===== config.mk =====
export PLATFORM = sky130hd
export DESIGN_NAME = alu_issue_stage_flat
export DESIGN_NICKNAME = d
export VERILOG_FILES = /design/src/rtl/alu_issue_stage_if.sv /design/src/rtl/alu_issue_stage.sv /design/src/flat_wrapper.sv
export SDC_FILE = /design/constraint.sdc
export NUM_CORES = 1
export LEC_CHECK = 0
export ABC_CLOCK_PERIOD_IN_PS = 2500
export CAP_MARGIN = 20
export CORE_UTILIZATION = 40
export CTS_CLUSTER_SIZE = 12
export DETAILED_ROUTE_END_ITERATION = 10
export PLACE_DENSITY = 0.74
export SETUP_SLACK_MARGIN = 0.15
export SLEW_MARGIN = 20
export SYNTH_ARGS = -nofsm -noshare
export SYNTH_HDL_FRONTEND = slang
export SYNTH_SLANG_ARGS = --single-unit
export TNS_END_PERCENT = 1

===== constraint.sdc =====
create_clock -name clock -period 2.5 [get_ports clock]
set_input_delay 0.75 -clock clock [delete_from_list [all_inputs] [get_ports clock]]
set_output_delay 0.75 -clock clock [all_outputs]
set_load 0.02 [all_outputs]

===== src/rtl/alu_issue_stage_if.sv =====
// Handshake and data bundle between the register-file read stage, the ALU issue stage
// and the EX stage. The master drives instructions in and accepts issued results.
interface alu_issue_stage_if #(
   parameter int unsigned XLEN = 32
);
   logic            flush;
   logic            in_valid;
   logic            in_ready;
   logic [31:0]     in_inst;
   logic [XLEN-1:0] in_pc;
   logic [XLEN-1:0] in_rs1;
   logic [XLEN-1:0] in_rs2;
   logic            out_valid;
   logic            out_ready;
   logic [XLEN-1:0] out_alu_a;
   logic [XLEN-1:0] out_alu_b;
   logic [3:0]      out_alu_sel;
   logic [4:0]      out_rd;
   logic            out_reg_wen;
   logic [XLEN-1:0] out_pc;
   logic            out_illegal;

   modport master (
      output flush, in_valid, in_inst, in_pc, in_rs1, in_rs2, out_ready,
      input  in_ready, out_valid, out_alu_a, out_alu_b, out_alu_sel, out_rd, out_reg_wen,
             out_pc, out_illegal
   );

   modport slave (
      input  flush, in_valid, in_inst, in_pc, in_rs1, in_rs2, out_ready,
      output in_ready, out_valid, out_alu_a, out_alu_b, out_alu_sel, out_rd, out_reg_wen,
             out_pc, out_illegal
   );
endinterface


===== src/rtl/alu_issue_stage.sv =====
// RV32I ID/EX issue register: decodes ALU select and operands into a one-entry ready/valid
// stage. Define ALU_ISSUE_ILLEGAL_EN to flag and neutralise undecodable instructions.
module alu_issue_stage #(
   parameter int unsigned    XLEN         = 32,
   parameter logic [XLEN-1:0] RESET_PC_TAG = '0
) (
   input logic               clock,
   input logic               reset_n,
   alu_issue_stage_if.slave  bus
);
   typedef enum logic [3:0] {
      SelAdd  = 4'd0,
      SelSub  = 4'd1,
      SelAnd  = 4'd2,
      SelOr   = 4'd3,
      SelXor  = 4'd4,
      SelSll  = 4'd5,
      SelSrl  = 4'd6,
      SelSra  = 4'd7,
      SelSlt  = 4'd8,
      SelSltu = 4'd9,
      SelLui  = 4'd10,
      SelJadd = 4'd11
   } alu_sel_e;

   localparam logic [6:0] OpcOp     = 7'b0110011;
   localparam logic [6:0] OpcOpImm  = 7'b0010011;
   localparam logic [6:0] OpcLui    = 7'b0110111;
   localparam logic [6:0] OpcAuipc  = 7'b0010111;
   localparam logic [6:0] OpcJal    = 7'b1101111;
   localparam logic [6:0] OpcJalr   = 7'b1100111;
   localparam logic [6:0] OpcLoad   = 7'b0000011;
   localparam logic [6:0] OpcStore  = 7'b0100011;
   localparam logic [6:0] OpcBranch = 7'b1100011;

   // alt picks SUB over ADD and SRA over SRL; callers gate it per opcode
   function automatic alu_sel_e funct3_sel(input logic [2:0] f3, input logic alt);
      unique case (f3)
         3'b000:  funct3_sel = alt ? SelSub : SelAdd;
         3'b001:  funct3_sel = SelSll;
         3'b010:  funct3_sel = SelSlt;
         3'b011:  funct3_sel = SelSltu;
         3'b100:  funct3_sel = SelXor;
         3'b101:  funct3_sel = alt ? SelSra : SelSrl;
         3'b110:  funct3_sel = SelOr;
         default: funct3_sel = SelAnd;
      endcase
   endfunction

   logic [31:0]     inst;
   logic [6:0]      opcode;
   logic [2:0]      funct3;
   logic [6:0]      funct7;
   logic [4:0]      rd;
   logic            f7_ok;
   logic [XLEN-1:0] imm_i, imm_s, imm_b, imm_u, imm_j;

   assign inst   = bus.in_inst;
   assign opcode = inst[6:0];
   assign funct3 = inst[14:12];
   assign funct7 = inst[31:25];
   assign rd     = inst[11:7];
   assign f7_ok  = (funct7 == 7'b0000000) || (funct7 == 7'b0100000);

   assign imm_i = {{20{inst[31]}}, inst[31:20]};
   assign imm_s = {{20{inst[31]}}, inst[31:25], inst[11:7]};
   assign imm_b = {{20{inst[31]}}, inst[7], inst[30:25], inst[11:8], 1'b0};
   assign imm_u = {inst[31:12], 12'b0};
   assign imm_j = {{12{inst[31]}}, inst[19:12], inst[20], inst[30:21], 1'b0};

   logic [XLEN-1:0] dec_a, dec_b;
   alu_sel_e        dec_sel;
   logic            dec_wen;
   logic            dec_ill;

   always_comb begin
      dec_a   = bus.in_rs1;
      dec_b   = bus.in_rs2;
      dec_sel = SelAdd;
      dec_wen = 1'b0;
      dec_ill = 1'b0;
      case (opcode)
         OpcOp: begin
            dec_sel = funct3_sel(funct3, inst[30]);
            dec_wen = 1'b1;
            dec_ill = !f7_ok ||
                      (funct7 == 7'b0100000 && funct3 != 3'b000 && funct3 != 3'b101);
         end
         OpcOpImm: begin
            dec_sel = funct3_sel(funct3, inst[30] && funct3 == 3'b101);
            dec_b   = imm_i;
            dec_wen = 1'b1;
            if (funct3 == 3'b001 || funct3 == 3'b101) begin
               dec_b = {27'b0, inst[24:20]};
            end
            dec_ill = (funct3 == 3'b001 && funct7 != 7'b0000000) ||
                      (funct3 == 3'b101 && !f7_ok);
         end
         OpcLui: begin
            dec_a   = '0;
            dec_b   = imm_u;
            dec_sel = SelLui;
            dec_wen = 1'b1;
         end
         OpcAuipc: begin
            dec_a   = bus.in_pc;
            dec_b   = imm_u;
            dec_wen = 1'b1;
         end
         OpcJal: begin
            dec_a   = bus.in_pc;
            dec_b   = imm_j;
            dec_wen = 1'b1;
         end
         OpcJalr: begin
            dec_b   = imm_i;
            dec_sel = SelJadd;
            dec_wen = 1'b1;
         end
         OpcLoad: begin
            dec_b   = imm_i;
            dec_wen = 1'b1;
         end
         OpcStore: dec_b = imm_s;
         OpcBranch: begin
            dec_a = bus.in_pc;
            dec_b = imm_b;
         end
         default: dec_ill = 1'b1;
      endcase
`ifdef ALU_ISSUE_ILLEGAL_EN
      if (dec_ill) begin
         dec_a   = '0;
         dec_b   = '0;
         dec_sel = SelAdd;
         dec_wen = 1'b0;
      end
`endif
      if (rd == 5'd0) begin
         dec_wen = 1'b0;
      end
   end

   logic            valid_q;
   logic [XLEN-1:0] alu_a_q, alu_b_q, pc_q;
   alu_sel_e        alu_sel_q;
   logic [4:0]      rd_q;
   logic            wen_q;
   logic            load;

   assign bus.in_ready = !valid_q || bus.out_ready;
   assign load         = bus.in_valid && bus.in_ready && !bus.flush;

   always_ff @(posedge clock or negedge reset_n) begin
      if (!reset_n) begin
         valid_q   <= 1'b0;
         alu_a_q   <= '0;
         alu_b_q   <= '0;
         alu_sel_q <= SelAdd;
         rd_q      <= '0;
         wen_q     <= 1'b0;
         pc_q      <= RESET_PC_TAG;
      end else if (bus.flush) begin
         valid_q <= 1'b0;
      end else if (load) begin
         valid_q   <= 1'b1;
         alu_a_q   <= dec_a;
         alu_b_q   <= dec_b;
         alu_sel_q <= dec_sel;
         rd_q      <= rd;
         wen_q     <= dec_wen;
         pc_q      <= bus.in_pc;
      end else if (bus.out_ready) begin
         valid_q <= 1'b0;
      end
   end

`ifdef ALU_ISSUE_ILLEGAL_EN
   logic illegal_q;

   always_ff @(posedge clock or negedge reset_n) begin
      if (!reset_n) begin
         illegal_q <= 1'b0;
      end else if (!bus.flush && load) begin
         illegal_q <= dec_ill;
      end
   end

   assign bus.out_illegal = illegal_q;
`else
   logic unused_ill;
   assign unused_ill      = dec_ill;
   assign bus.out_illegal = 1'b0;
`endif

   assign bus.out_valid   = valid_q;
   assign bus.out_alu_a   = alu_a_q;
   assign bus.out_alu_b   = alu_b_q;
   assign bus.out_alu_sel = alu_sel_q;
   assign bus.out_rd      = rd_q;
   assign bus.out_reg_wen = wen_q;
   assign bus.out_pc      = pc_q;
endmodule


===== src/flat_wrapper.sv =====
// flat-port wrapper written by rule: the top's interface ports become plain ports
module alu_issue_stage_flat 
#(
   parameter int unsigned    XLEN         = 32,
   parameter logic [XLEN-1:0] RESET_PC_TAG = '0
)
  (clock, reset_n, bus_flush, bus_in_valid, bus_in_inst, bus_in_pc, bus_in_rs1, bus_in_rs2, bus_out_ready, bus_in_ready, bus_out_valid, bus_out_alu_a, bus_out_alu_b, bus_out_alu_sel, bus_out_rd, bus_out_reg_wen, bus_out_pc, bus_out_illegal);
  alu_issue_stage_if #(.XLEN(XLEN)) bus_i ();
  input logic clock;
  input logic reset_n;
  input wire logic [$bits(bus_i.flush)-1:0] bus_flush;
  input wire logic [$bits(bus_i.in_valid)-1:0] bus_in_valid;
  input wire logic [$bits(bus_i.in_inst)-1:0] bus_in_inst;
  input wire logic [$bits(bus_i.in_pc)-1:0] bus_in_pc;
  input wire logic [$bits(bus_i.in_rs1)-1:0] bus_in_rs1;
  input wire logic [$bits(bus_i.in_rs2)-1:0] bus_in_rs2;
  input wire logic [$bits(bus_i.out_ready)-1:0] bus_out_ready;
  output wire logic [$bits(bus_i.in_ready)-1:0] bus_in_ready;
  output wire logic [$bits(bus_i.out_valid)-1:0] bus_out_valid;
  output wire logic [$bits(bus_i.out_alu_a)-1:0] bus_out_alu_a;
  output wire logic [$bits(bus_i.out_alu_b)-1:0] bus_out_alu_b;
  output wire logic [$bits(bus_i.out_alu_sel)-1:0] bus_out_alu_sel;
  output wire logic [$bits(bus_i.out_rd)-1:0] bus_out_rd;
  output wire logic [$bits(bus_i.out_reg_wen)-1:0] bus_out_reg_wen;
  output wire logic [$bits(bus_i.out_pc)-1:0] bus_out_pc;
  output wire logic [$bits(bus_i.out_illegal)-1:0] bus_out_illegal;
  assign bus_i.flush = bus_flush;
  assign bus_i.in_valid = bus_in_valid;
  assign bus_i.in_inst = bus_in_inst;
  assign bus_i.in_pc = bus_in_pc;
  assign bus_i.in_rs1 = bus_in_rs1;
  assign bus_i.in_rs2 = bus_in_rs2;
  assign bus_i.out_ready = bus_out_ready;
  assign bus_in_ready = bus_i.in_ready;
  assign bus_out_valid = bus_i.out_valid;
  assign bus_out_alu_a = bus_i.out_alu_a;
  assign bus_out_alu_b = bus_i.out_alu_b;
  assign bus_out_alu_sel = bus_i.out_alu_sel;
  assign bus_out_rd = bus_i.out_rd;
  assign bus_out_reg_wen = bus_i.out_reg_wen;
  assign bus_out_pc = bus_i.out_pc;
  assign bus_out_illegal = bus_i.out_illegal;
  alu_issue_stage #(.XLEN(XLEN), .RESET_PC_TAG(RESET_PC_TAG)) u_core (.clock(clock), .reset_n(reset_n), .bus(bus_i));
endmodule

==> metrics.txt <==
status finished clean; Crit Reg-Reg Startpoint u_core.bus.out_valid; max frequency 429.1 MHz; max_cap viols 0; via count 5451; Root Driver clkbuf_16; final core utilization 66.87%; Initial Util 41.25%; GRT Max-Usage Layer met2; first-pass GRT wire length 27430 µm; slowest CP cell clkdlybuf4s50_1; PortBufs 240; routed len/inst 17.76 µm; Nets 956; final hold violation count 0; Synth Net Count 694; Clock Sink Count 107; Chip Height 116.5 µm; dpl ws -0.3769 ns; Most used DFF post-synth dfrtp_1; Switching Share 30.38%; Logic pwr share 32.2%; clk buf depth 2; Cell Area, Synth 5248 µm²; Clk pin slew, worst setup/hold paths 0.07 ns; Synth Area per Inst 9.354 µm²; critical path required time 2.76 ns; Overflow after GRT 0; core area 12720 µm²; Seq/Total Area, Yosys 51.03%; crit-path cells clkdlybuf4s50_1, nand3b_1, buf_4, o22ai_2, clkdlybuf4s15_2, nor4_1, a211oi_2; crit path DAT 2.59 ns; Worst-Skew Late Latency 0.34 ns; Filler Cells Inserted 1046; max-slew violations 0; R2R setup slack 0.90 ns; critical path endpoint category flip-flop; final worst slack 0.1698 ns; Seq pwr share 41.0%; Peak VDD IR 0.3010 mV; register bit total from synthesis 107; Setup Skew 0.007282 ns; number of synthesized flops with an enable pin 0; routability congestion estimate 0.8779; vias in the first global route 5626; met2 Track Usage GR 44.85%; Cell Pwr Density 616.7 nW/µm²; row cnt 41; worst r2r dst u_core.bus.out_alu_b[19]; async set-or-reset flop fraction in the synthesized netlist 100.0%; GRT Total Usage 26.26%; CTS tree yes; hold_buf cts 0; CP Launch Type primary input; antenna violations before repair 0; DR iter-0 viols 381; critical path type in -> reg; actual slew at the worst max-slew pin 0.5672 ns; Detail Route Antenna Nets 0; layout cell share with drive strength beyond 1 12.56%; DP Wirelength 13210 µm; warnings from Yosys 0; path category of the worst min-delay check in -> async; grt met1 use 32.01%; clock power share 26.8%; I/O Pins 242; H-tree depth 3; period utilisation layout 93.21%; Residual DRC 0; TritonCTS buffer count 9; overall routed net length 17760 µm; RSZ-0062 raised after global routing yes; Synth cell types 59; switching power 0.001594 W; pin count of the biggest net entering global routing 53; Die Wd 116.5 µm; M3 GR Usage 4.826%; Int Pwr 0.003652 W; # diodes 0; Crit Path Max Fanout 6; worst reg2reg path depth 7; die area 13580 µm²; routed vias/inst 5.451; DR pass1 iterations 5; Worst Setup SP bus_in_inst[1]; Synth Instances 561; CP peak stage delay 0.57 ns; Final setup viols 0; relative slew slack 62.19%; Layout Area Growth over Synthesis 62.11%; Pleak 3.588 nW; min Tclk post-route 2.330 ns
layout make-up:
class | count | area, µm² | area share [%]
well taps | 172 | 215.2 | 2.530
inverters | 6 | 22.52 | 0.2647
clock buffers | 12 | 246.5 | 2.897
clock inverters | 4 | 50.05 | 0.5883
flip-flops and latches | 107 | 2678 | 31.48
multi-input cells | 404 | 2364 | 27.78
repair buffers | 295 | 2932 | 34.46
power by group through the flow:
stage | sequential [W] | clock, W | combinational, W
2_1_floorplan | 0.00248 | 0 | 0.000399
3_3_place_gp | 0.00217 | 0 | 0.00165
3_5_place_dp | 0.00217 | 0 | 0.00169
4_1_cts | 0.00215 | 0.00143 | 0.00169
5_1_grt | 0.00218 | 0.00150 | 0.00181
6_report | 0.00215 | 0.00141 | 0.00169
cells in the mapped netlist, drive strengths merged (2+ instances only):
cell type | n | area (µm²)
nand4b | 2 | 17.52
a211oi | 14 | 160.2
dfrtp | 107 | 2678
inv | 6 | 22.52
nor2b | 4 | 25.02
o221ai | 4 | 35.03
nor3 | 2 | 10.01
nand2 | 165 | 619.3
nor3b | 2 | 15.01
buf | 16 | 121.4
and3b | 3 | 28.78
nand3 | 36 | 180.2
a221oi | 9 | 78.83
or2 | 2 | 12.52
a22oi | 5 | 37.54
a221o | 6 | 60.06
o2111ai | 2 | 17.52
nand3b | 3 | 22.52
nand2b | 3 | 18.77
o21ai | 3 | 15.01
nor4 | 13 | 96.34
a21oi | 15 | 75.07
o21a | 3 | 22.52
dlymetal6s2s | 4 | 50.05
o22ai | 7 | 43.79
nand4 | 10 | 62.56
dlygate4sd1 | 2 | 17.52
o211ai | 41 | 307.8
and4 | 6 | 52.55
and3 | 2 | 13.77
clkbuf | 23 | 90.09
nor2 | 24 | 90.09
worst max-delay path: cells and delay by family:
| family | cells | cell delay (ns) |
|---|---|---|
| AOI/OAI and AO/OA | 2 | 0.44 |
| buffers and inverters | 3 | 1.09 |
| and+or+nand+nor | 2 | 0.30 |
per-stage QoR:
stage	area, µm²	std cells	setup TNS, ns	hold WS, ns	total power, W
after global placement	8103	979	-6.761	0.4577	0.003820
after CTS	8409	995	0	0.4129	0.005269
final	8507	1000	0	0.3917	0.005246
after detailed placement	8103	979	-12.05	0.4624	0.003857
after global routing	8507	1000	0	0.4419	0.005486
after floorplan	5248	561	0	0.4544	0.002879
sequential cells by signal (all words and copies together) (netlist names):
name / flops
u_core.bus.out_reg_wen: 1
u_core.bus.out_pc: 32
u_core.bus.out_rd: 5
u_core.bus.out_alu_b: 32
u_core.bus.out_alu_a: 32
u_core.bus.out_alu_sel: 4
u_core.bus.out_valid: 1
worst max-delay path by stage:
| stage | endpoint | slack (ns) | cells past startpoint |
|---|---|---|---|
| 2_1_floorplan | u_core.bus.out_alu_b[20] | 0.36 | 7 |
| 3_3_place_gp | bus_in_ready | -0.23 | 4 |
| 3_5_place_dp | u_core.bus.out_alu_b[19] | -0.38 | 6 |
| 4_1_cts | u_core.bus.out_alu_b[17] | 0.11 | 6 |
| 5_1_grt | u_core.bus.out_alu_b[20] | 0.10 | 7 |
| 6_report | u_core.bus.out_alu_b[28] | 0.17 | 7 |
cell families after synthesis:
| logic type | after synthesis | synth area share (%) |
|---|---|---|
| and+or+nand+nor | 280 | 24.68 |
| AOI/OAI and AO/OA | 120 | 18.15 |
| DFF | 107 | 51.03 |
| buffers and inverters | 51 | 5.746 |
| xor gates and xnor gates | 2 | 0.3339 |
| other | 1 | 0.07146 |
placed cells by master, fill, tap and decap left out, types with 3 or more instances in the layout:
| master | synthesis | layout |
|---|---|---|
| clkbuf_16 | 0 | 9 |
| clkdlybuf4s50_1 | 0 | 235 |
| nor2_1 | 24 | 23 |
| dfrtp_1 | 107 | 107 |
| a22oi_1 | 5 | 5 |
| a221o_1 | 6 | 6 |
| nor4_1 | 12 | 12 |
| nand3_1 | 36 | 35 |
| o21a_1 | 3 | 3 |
| o221ai_1 | 4 | 4 |
| inv_1 | 6 | 6 |
| o22ai_1 | 7 | 4 |
| nor2b_1 | 4 | 3 |
| a21oi_1 | 15 | 14 |
| dlymetal6s2s_1 | 4 | 3 |
| o211ai_1 | 41 | 41 |
| nand3b_1 | 3 | 3 |
| a221oi_1 | 9 | 9 |
| buf_12 | 0 | 9 |
| a211oi_2 | 11 | 10 |
| and4_1 | 6 | 6 |
| nand2b_1 | 3 | 3 |
| a211oi_1 | 3 | 3 |
| buf_4 | 2 | 46 |
| nand2_1 | 165 | 165 |
| o22ai_2 | 0 | 3 |
| nand4_1 | 10 | 10 |
routing by layer:
layer,up-vias,share of wire [%]
met3,36,6.9
met5,-,0
li1,2542,-
met4,0,2.9
met1,2612,41
met2,261,49
repair_timing:
action / 4_1_cts / 5_1_grt
endpoints found under the setup margin: 21 / 64
gates resized for setup: 7 / 13
setup buffers: 0 / 3
hold endpoints to repair: 0 / 0
cloned: 0 / 2
pin swaps: 0 / 4
(Power assumes the default switching activity.)
